**src/rtl/fetch_prefetch.sv**
```systemverilog
// fetch_prefetch: prefetching instruction fetch unit.
//
// Keeps a DEPTH-entry FIFO of {addr, instr} pairs filled with sequential
// instructions ahead of the core PC, so sequential PC steps are served with no
// RAM round trip. Any PC that does not match the buffer head (or the single
// in-flight read when the buffer is empty) flushes the buffer and redirects
// fetch to that PC. All state updates on the falling clock edge.
//
// Ports:
//   clk            core clock (state updates on negedge)
//   rst_n          asynchronous active-low reset
//   pc_in          current core PC
//   flag_boot_mode boot loader owns RAM; fetch frozen and flushed
//   ram_data       RAM read data
//   ram_busy       RAM cannot accept a command
//   ram_cack       RAM accepted the pending command
//   ram_data_ready ram_data valid for the in-flight read
//   ram_read       read command strobe
//   ram_addr       read address
//   ram_addr_ovr   fetch owns the RAM address bus
//   instr_out      instruction for pc_in, NOP_INSTR while stalled
//   pc_hold        stall request to the core
module fetch_prefetch #(
  parameter int unsigned        ADDR_W    = 16,
  parameter int unsigned        INSTR_W   = 32,
  parameter int unsigned        DEPTH     = 4,
  parameter int unsigned        PC_STEP   = 1,
  parameter logic [INSTR_W-1:0] NOP_INSTR = '0
) (
  input  logic               clk,
  input  logic               rst_n,
  input  logic [ADDR_W-1:0]  pc_in,
  input  logic               flag_boot_mode,
  input  logic [INSTR_W-1:0] ram_data,
  input  logic               ram_busy,
  input  logic               ram_cack,
  input  logic               ram_data_ready,
  output logic               ram_read,
  output logic [ADDR_W-1:0]  ram_addr,
  output logic               ram_addr_ovr,
  output logic [INSTR_W-1:0] instr_out,
  output logic               pc_hold
);

  localparam int unsigned PtrW = $clog2(DEPTH);
  localparam int unsigned CntW = PtrW + 1;

  typedef enum logic [1:0] {StIdle, StReq, StWait} state_e;

  state_e             st_q, st_d;
  logic [ADDR_W-1:0]  prev_pc_q, prev_pc_d;
  logic               first_q, first_d;
  logic [ADDR_W-1:0]  fetch_addr_q, fetch_addr_d;
  logic               stale_q, stale_d;
  logic [PtrW-1:0]    rd_ptr_q, rd_ptr_d, wr_ptr_q, wr_ptr_d;
  logic [CntW-1:0]    cnt_q, cnt_d;
  logic               ram_read_q, ram_read_d;
  logic [ADDR_W-1:0]  ram_addr_q, ram_addr_d;
  logic               ram_ovr_q, ram_ovr_d;
  logic [INSTR_W-1:0] instr_q, instr_d;
  logic               hold_q, hold_d;

  logic [ADDR_W-1:0]  buf_addr_q  [DEPTH];
  logic [INSTR_W-1:0] buf_instr_q [DEPTH];
  logic               buf_we;

  logic demand, in_flight, ret, ret_ok, buf_empty;
  logic hit_buf, hit_ret, wait_fl, redirect, bypass, push, pop;

  always_comb begin
    // ram_addr_q holds the in-flight read address while in StReq/StWait.
    demand    = first_q || (pc_in != prev_pc_q);
    in_flight = (st_q != StIdle);
    ret       = (st_q == StWait) && ram_data_ready;
    ret_ok    = ret && !stale_q;
    buf_empty = (cnt_q == '0);

    hit_buf  = demand && !buf_empty && (buf_addr_q[rd_ptr_q] == pc_in);
    // With an empty buffer the returning word acts as the head entry.
    hit_ret  = demand && buf_empty && ret_ok && (ram_addr_q == pc_in);
    wait_fl  = demand && buf_empty && in_flight && !ret && !stale_q && (ram_addr_q == pc_in);
    redirect = demand && !hit_buf && !hit_ret && !wait_fl;
    // A stalled demand is satisfied directly from the returning read.
    bypass   = !demand && hold_q && ret_ok && (ram_addr_q == pc_in);
    pop      = hit_buf;
    push     = ret_ok && !hit_ret && !bypass && !redirect;
  end

  always_comb begin
    st_d         = st_q;
    prev_pc_d    = pc_in;
    first_d      = 1'b0;
    fetch_addr_d = fetch_addr_q;
    stale_d      = stale_q;
    rd_ptr_d     = rd_ptr_q;
    wr_ptr_d     = wr_ptr_q;
    cnt_d        = cnt_q;
    ram_read_d   = ram_read_q;
    ram_addr_d   = ram_addr_q;
    ram_ovr_d    = ram_ovr_q;
    instr_d      = instr_q;
    hold_d       = hold_q;
    buf_we       = 1'b0;

    if (flag_boot_mode) begin
      // Abandon everything; the current PC is refetched once boot mode ends.
      st_d       = StIdle;
      first_d    = 1'b1;
      stale_d    = 1'b0;
      rd_ptr_d   = '0;
      wr_ptr_d   = '0;
      cnt_d      = '0;
      ram_read_d = 1'b0;
      ram_ovr_d  = 1'b0;
      hold_d     = 1'b0;
      instr_d    = NOP_INSTR;
    end else begin
      if (hit_buf) begin
        instr_d = buf_instr_q[rd_ptr_q];
        hold_d  = 1'b0;
      end else if (hit_ret || bypass) begin
        instr_d = ram_data;
        hold_d  = 1'b0;
      end else if (wait_fl || redirect) begin
        instr_d = NOP_INSTR;
        hold_d  = 1'b1;
      end

      if (ret) stale_d = 1'b0;

      if (redirect) begin
        rd_ptr_d     = '0;
        wr_ptr_d     = '0;
        cnt_d        = '0;
        fetch_addr_d = pc_in;
        // A read still on the bus completes but its data is dropped.
        if (in_flight && !ret) stale_d = 1'b1;
      end else begin
        if (pop) rd_ptr_d = rd_ptr_q + PtrW'(1);
        if (push) begin
          buf_we   = 1'b1;
          wr_ptr_d = wr_ptr_q + PtrW'(1);
        end
        cnt_d = cnt_q + CntW'(push) - CntW'(pop);
        if (ret_ok) fetch_addr_d = fetch_addr_q + ADDR_W'(PC_STEP);
      end

      unique case (st_q)
        StIdle: begin
          // Nothing in flight here, so occupancy is the post-edge entry count.
          if ((cnt_d < CntW'(DEPTH)) && !ram_busy) begin
            ram_read_d = 1'b1;
            ram_ovr_d  = 1'b1;
            ram_addr_d = fetch_addr_d;
            st_d       = StReq;
          end else begin
            ram_read_d = 1'b0;
            ram_ovr_d  = 1'b0;
          end
        end
        StReq: begin
          if (ram_cack) begin
            ram_read_d = 1'b0;
            st_d       = StWait;
          end
        end
        StWait: begin
          if (ram_data_ready) st_d = StIdle;
        end
        default: st_d = StIdle;
      endcase
    end
  end

  always_ff @(negedge clk or negedge rst_n) begin
    if (!rst_n) begin
      st_q         <= StIdle;
      prev_pc_q    <= '0;
      first_q      <= 1'b1;
      fetch_addr_q <= '0;
      stale_q      <= 1'b0;
      rd_ptr_q     <= '0;
      wr_ptr_q     <= '0;
      cnt_q        <= '0;
      ram_read_q   <= 1'b0;
      ram_addr_q   <= '0;
      ram_ovr_q    <= 1'b0;
      instr_q      <= NOP_INSTR;
      hold_q       <= 1'b0;
    end else begin
      st_q         <= st_d;
      prev_pc_q    <= prev_pc_d;
      first_q      <= first_d;
      fetch_addr_q <= fetch_addr_d;
      stale_q      <= stale_d;
      rd_ptr_q     <= rd_ptr_d;
      wr_ptr_q     <= wr_ptr_d;
      cnt_q        <= cnt_d;
      ram_read_q   <= ram_read_d;
      ram_addr_q   <= ram_addr_d;
      ram_ovr_q    <= ram_ovr_d;
      instr_q      <= instr_d;
      hold_q       <= hold_d;
    end
  end

  // Buffer storage is data only; validity lives in the pointers and count.
  always_ff @(negedge clk) begin
    if (buf_we) begin
      buf_addr_q[wr_ptr_q]  <= ram_addr_q;
      buf_instr_q[wr_ptr_q] <= ram_data;
    end
  end

  assign ram_read     = ram_read_q;
  assign ram_addr     = ram_addr_q;
  assign ram_addr_ovr = ram_ovr_q;
  assign instr_out    = instr_q;
  assign pc_hold      = hold_q;

endmodule
```
**config.mk**
```make
export PLATFORM = sky130hd
export DESIGN_NAME = fetch_prefetch
export DESIGN_NICKNAME = d
export VERILOG_FILES = /design/src/rtl/fetch_prefetch.sv
export SDC_FILE = /design/constraint.sdc
export NUM_CORES = 1
export LEC_CHECK = 0
export BUFFER_PORTS_ARGS = -buffer_cell sky130_fd_sc_hd__buf_2
export CORE_UTILIZATION = 59
export DETAILED_ROUTE_END_ITERATION = 12
export PLACE_DENSITY = 0.79
export SYNTH_ARGS = -nofsm -noshare
export SYNTH_HDL_FRONTEND = slang
export SYNTH_SLANG_ARGS = --single-unit
```
**constraint.sdc**
```tcl
create_clock -name clk -period 7.1 [get_ports clk]
set_clock_uncertainty 0.05 [all_clocks]
set_input_delay 1.42 -clock clk [delete_from_list [all_inputs] [get_ports clk]]
set_output_delay 1.42 -clock clk [all_outputs]
set_load 0.02 [all_outputs]
```
==> results.json <==
{
  "synth_fa_ha_area_share_pct": 0.887,
  "ys_warn_count": 0,
  "globalRouteTotalUtil_pct": 33.8,
  "synthMuxAreaShare_pct": 9.50,
  "clkSinkCount": 286,
  "wl_per_cell_um": 29.0,
  "crit_slowest_cell": "or4_4",
  "multi_input_area_sq_mm": 0.00423,
  "rrSetupSlack_ns": 1.59,
  "hold_end": "ram_read",
  "synthTopCellsByArea": "edfxtp_1 48%, dfrtn_1 19%, mux4_2 7.4%, a221o_1 4.6%, xnor2_1 3.8%",
  "worst_path_largest_cell_delay_ns": 0.60,
  "hold_ws_ns": 0.439,
  "cts.clk_slew.worst_paths_ns": 0.05,
  "num_antenna_cells": 0,
  "seq_area_sq_mm": 0.00812,
  "r2r_start": "rd_ptr_q[1]",
  "drv_cap": 0,
  "gp_congestion": 0.958,
  "setup_ws_ns": -1.15,
  "status": "finished with violations",
  "crit_type": "input port to register",
  "pin_count": 105,
  "powerDensity_mw_per_mm2": 263,
  "ys_seq_elements": 286,
  "syn-num-nets": 835,
  "leakagePower_uw": 0.00731,
  "grt_pass1_wl_um": 54000,
  "syn_inst": 773,
  "hold_viol": 0,
  "maxSlewHeadroom_pct": 27.0,
  "core_region_area_sq_mm": 0.0202,
  "violations": "negative setup slack",
  "cp.required_ns": 3.89,
  "ys.flop_type": "edfxtp_1",
  "rr_worst_depth": 19,
  "worst_pin_slew_ns": 1.10,
  "slew_viol_final": 0,
  "synth_area_leader_cell": "edfxtp_1",
  "clock_path_buffers": 3,
  "startpoint": "pc_in[3]",
  "rows": 52,
  "synth-async-reset-ratio_pct": 32.9,
  "fillers": 928,
  "netlist_area_sq_mm": 0.0121,
  "cts_buffers": 30,
  "synth-simple-area-share_pct": 7.00,
  "syn_to_final_growth_pct": 38.4,
  "cts-root-buf": "clkbuf_16",
  "worst-path-max-fanout": 6,
  "setup_viol": 217,
  "antenna_found_initial": 0,
  "start_util_pct": 60.1,
  "clock_latency_ns": 0.66,
  "die_y_um": 145,
  "first_iter_violations": 939,
  "worstHoldPathCells": 1,
  "dieArea_sq_mm": 0.0211,
  "cp_data_arrival_time_ns": 5.05,
  "post-route-drc-count": 0,
  "yosys.area.top_type_share_pct": 47.5,
  "dp_hpwl_um": 19700,
  "avgSynthCellArea_sq_um": 15.7,
  "nNetsFinal": 1254,
  "layout-drive-gt1-share_pct": 33.9,
  "grt_max_degree": 45,
  "die_x_um": 145,
  "ys_seq_area_share_pct": 67.0,
  "hold_path.startpoint": "ram_read",
  "totalWireLength_um": 43000,
  "p_total_uw": 4410,
  "end_kind": "register",
  "reg2reg_to": "ram_addr[5]",
  "hold_buffers": 0,
  "vias": 9671,
  "start_kind": "input port",
  "overflow": 0,
  "cts_tree": "yes",
  "synth_cell_types": 56,
  "dr.pass1.iters": 6,
  "synth_top_family_by_area": "multiplexers",
  "peakVddDrop_v": 0.000213,
  "io_buffers": 104,
  "worstHoldPathType": "register to register",
  "vias_per_cell": 6.52,
  "rsz0062_at_grt": "yes",
  "first_global_vias": 9649,
  "antenna_left": 0,
  "synth_edf_count": 192,
  "synth_compound_area_share_pct": 8.02,
  "path_cells": "buf_12 > nand2b_4 > mux2i_1 > a32oi_1 > or4_4 > o31ai_4 > nand2b_4 > ha_4 > inv_2 > ha_4 > inv_2 > fa_2 > xor2_2 > xnor2_2 > nand2_2 > buf_6 > nand2_4 > a21oi_2 > a221o_1",
  "htreeDepth": 1,
  "synth_xor_area_share_pct": 5.27
}
-- per-stage QoR --
step / utilization (%) / cells / area, sq um / worst slack [ns] / setup TNS, ns
after floorplan: - / 773 / 12300 / -1.42 / -273.21
after global placement: 68.0 / 1186 / 13700 / -1.56 / -144.66
after detailed placement: 68.0 / 1186 / 13700 / -1.74 / -161.69
after CTS: 79.0 / 1455 / 15900 / -0.803 / -34.12
after global routing: 83.2 / 1484 / 16800 / -1.27 / -55.41
final: 83.2 / 1484 / 16800 / -1.15 / -57.65
-- worst max-delay path by stage --
stage,endpoint,slack (ns)
after floorplan,ram_addr[7],-1.42
after global placement,ram_addr[13],-1.56
after detailed placement,ram_addr[1],-1.74
after CTS,ram_addr[10],-0.80
after global routing,ram_addr[5],-1.27
final,ram_addr[5],-1.15
-- routing by layer --
metal,GRT usage (%),vias up,wire length (um)
met5,0,-,0
li1,-,3830,-
met3,6.21,243,4710
met1,42.0,4708,13700
met2,57.3,890,21500
met4,16.8,0,3180
-- logic make-up (layout without fill, tap and decap cells) --
kind of cell,after synthesis,in the layout
AND/OR/NAND/NOR,154,155
buffers and inverters,71,511
AO/OA/AOI/OAI,116,116
flip-flops,286,286
XOR/XNOR,73,73
multiplexers,65,65
adder cells (fa/ha/maj),8,8
-- state kept, by name, indices dropped and copies added (netlist names) --
register      cells
cnt_q             3
buf_instr_q     128
rd_ptr_q          2
fetch_addr_q     16
ram_read          1
st_q              2
stale_q           1
ram_addr_ovr      1
instr_out        32
buf_addr_q       64
wr_ptr_q          2
first_q           1
prev_pc_q        16
ram_addr         16
pc_hold           1
-- layout make-up --
cell class,instances,share of cell area (%)
inverters,19,0.425
well taps,270,2.01
repair buffers,245,13.5
multi-input cells,417,25.2
clock inverters,213,5.77
flip-flops and latches,286,48.4
clock buffers,34,4.71
-- critical path: cells and delay by family --
kind,cells,cell delay [ns]
xor+xnor,2,0.39
mux,1,0.24
fa+ha+maj,3,0.72
compound gates,4,0.81
buf+inv,4,0.41
simple gates,5,1.05
-- timing repair --
action | CTS | global route
gates resized for setup | 64 | 77
setup buffers | 22 | 22
pin swaps | 20 | 23
endpoints found under the setup margin | 212 | 225
hold endpoints to repair | 0 | 0
gates cloned | 1 | 19
-- Yosys cell counts, drive strengths merged (4+ instances only) --
master   instances
clkbuf          40
ha               7
a21o             4
a221o           56
and3            13
mux2i           24
and2            39
nand3           16
mux4            40
a21oi           15
nand4           11
xnor2           53
nor4             7
o21ai           16
o2bb2ai          5
buf             11
edfxtp         192
inv             20
nand2           22
nor3            10
dfrtn           93
xor2            20
nor2            21
-- layout by cell type, fill, tap and decap left out, types with 5 or more instances in the layout --
master,Yosys,layout
a21oi_1,15,10
a21oi_2,0,5
a221o_1,56,56
and2_1,38,37
and3_1,13,13
buf_12,0,17
buf_2,7,93
buf_4,1,81
buf_6,1,31
buf_8,0,8
clkbuf_16,0,44
clkinv_2,0,7
dfrtn_1,93,93
edfxtp_1,192,192
ha_1,7,5
inv_1,20,211
mux2i_1,24,24
mux4_2,40,40
nand2_1,22,11
nand2_2,0,7
nand3_1,16,14
nand4_1,11,11
nor2_1,20,17
nor3_1,10,5
o21ai_0,15,13
o2bb2ai_1,5,5
xnor2_1,53,32
xnor2_2,0,17
xor2_1,20,19
-- report_power, final --
group	total, uW	leakage, uW	internal (uW)	switching [uW]
registers	1910	0.00295	1840	71.5
clock network	2240	0.00154	1110	1130
logic	263	0.00282	115	148
Note: power is estimated with default switching activity, not from simulation.
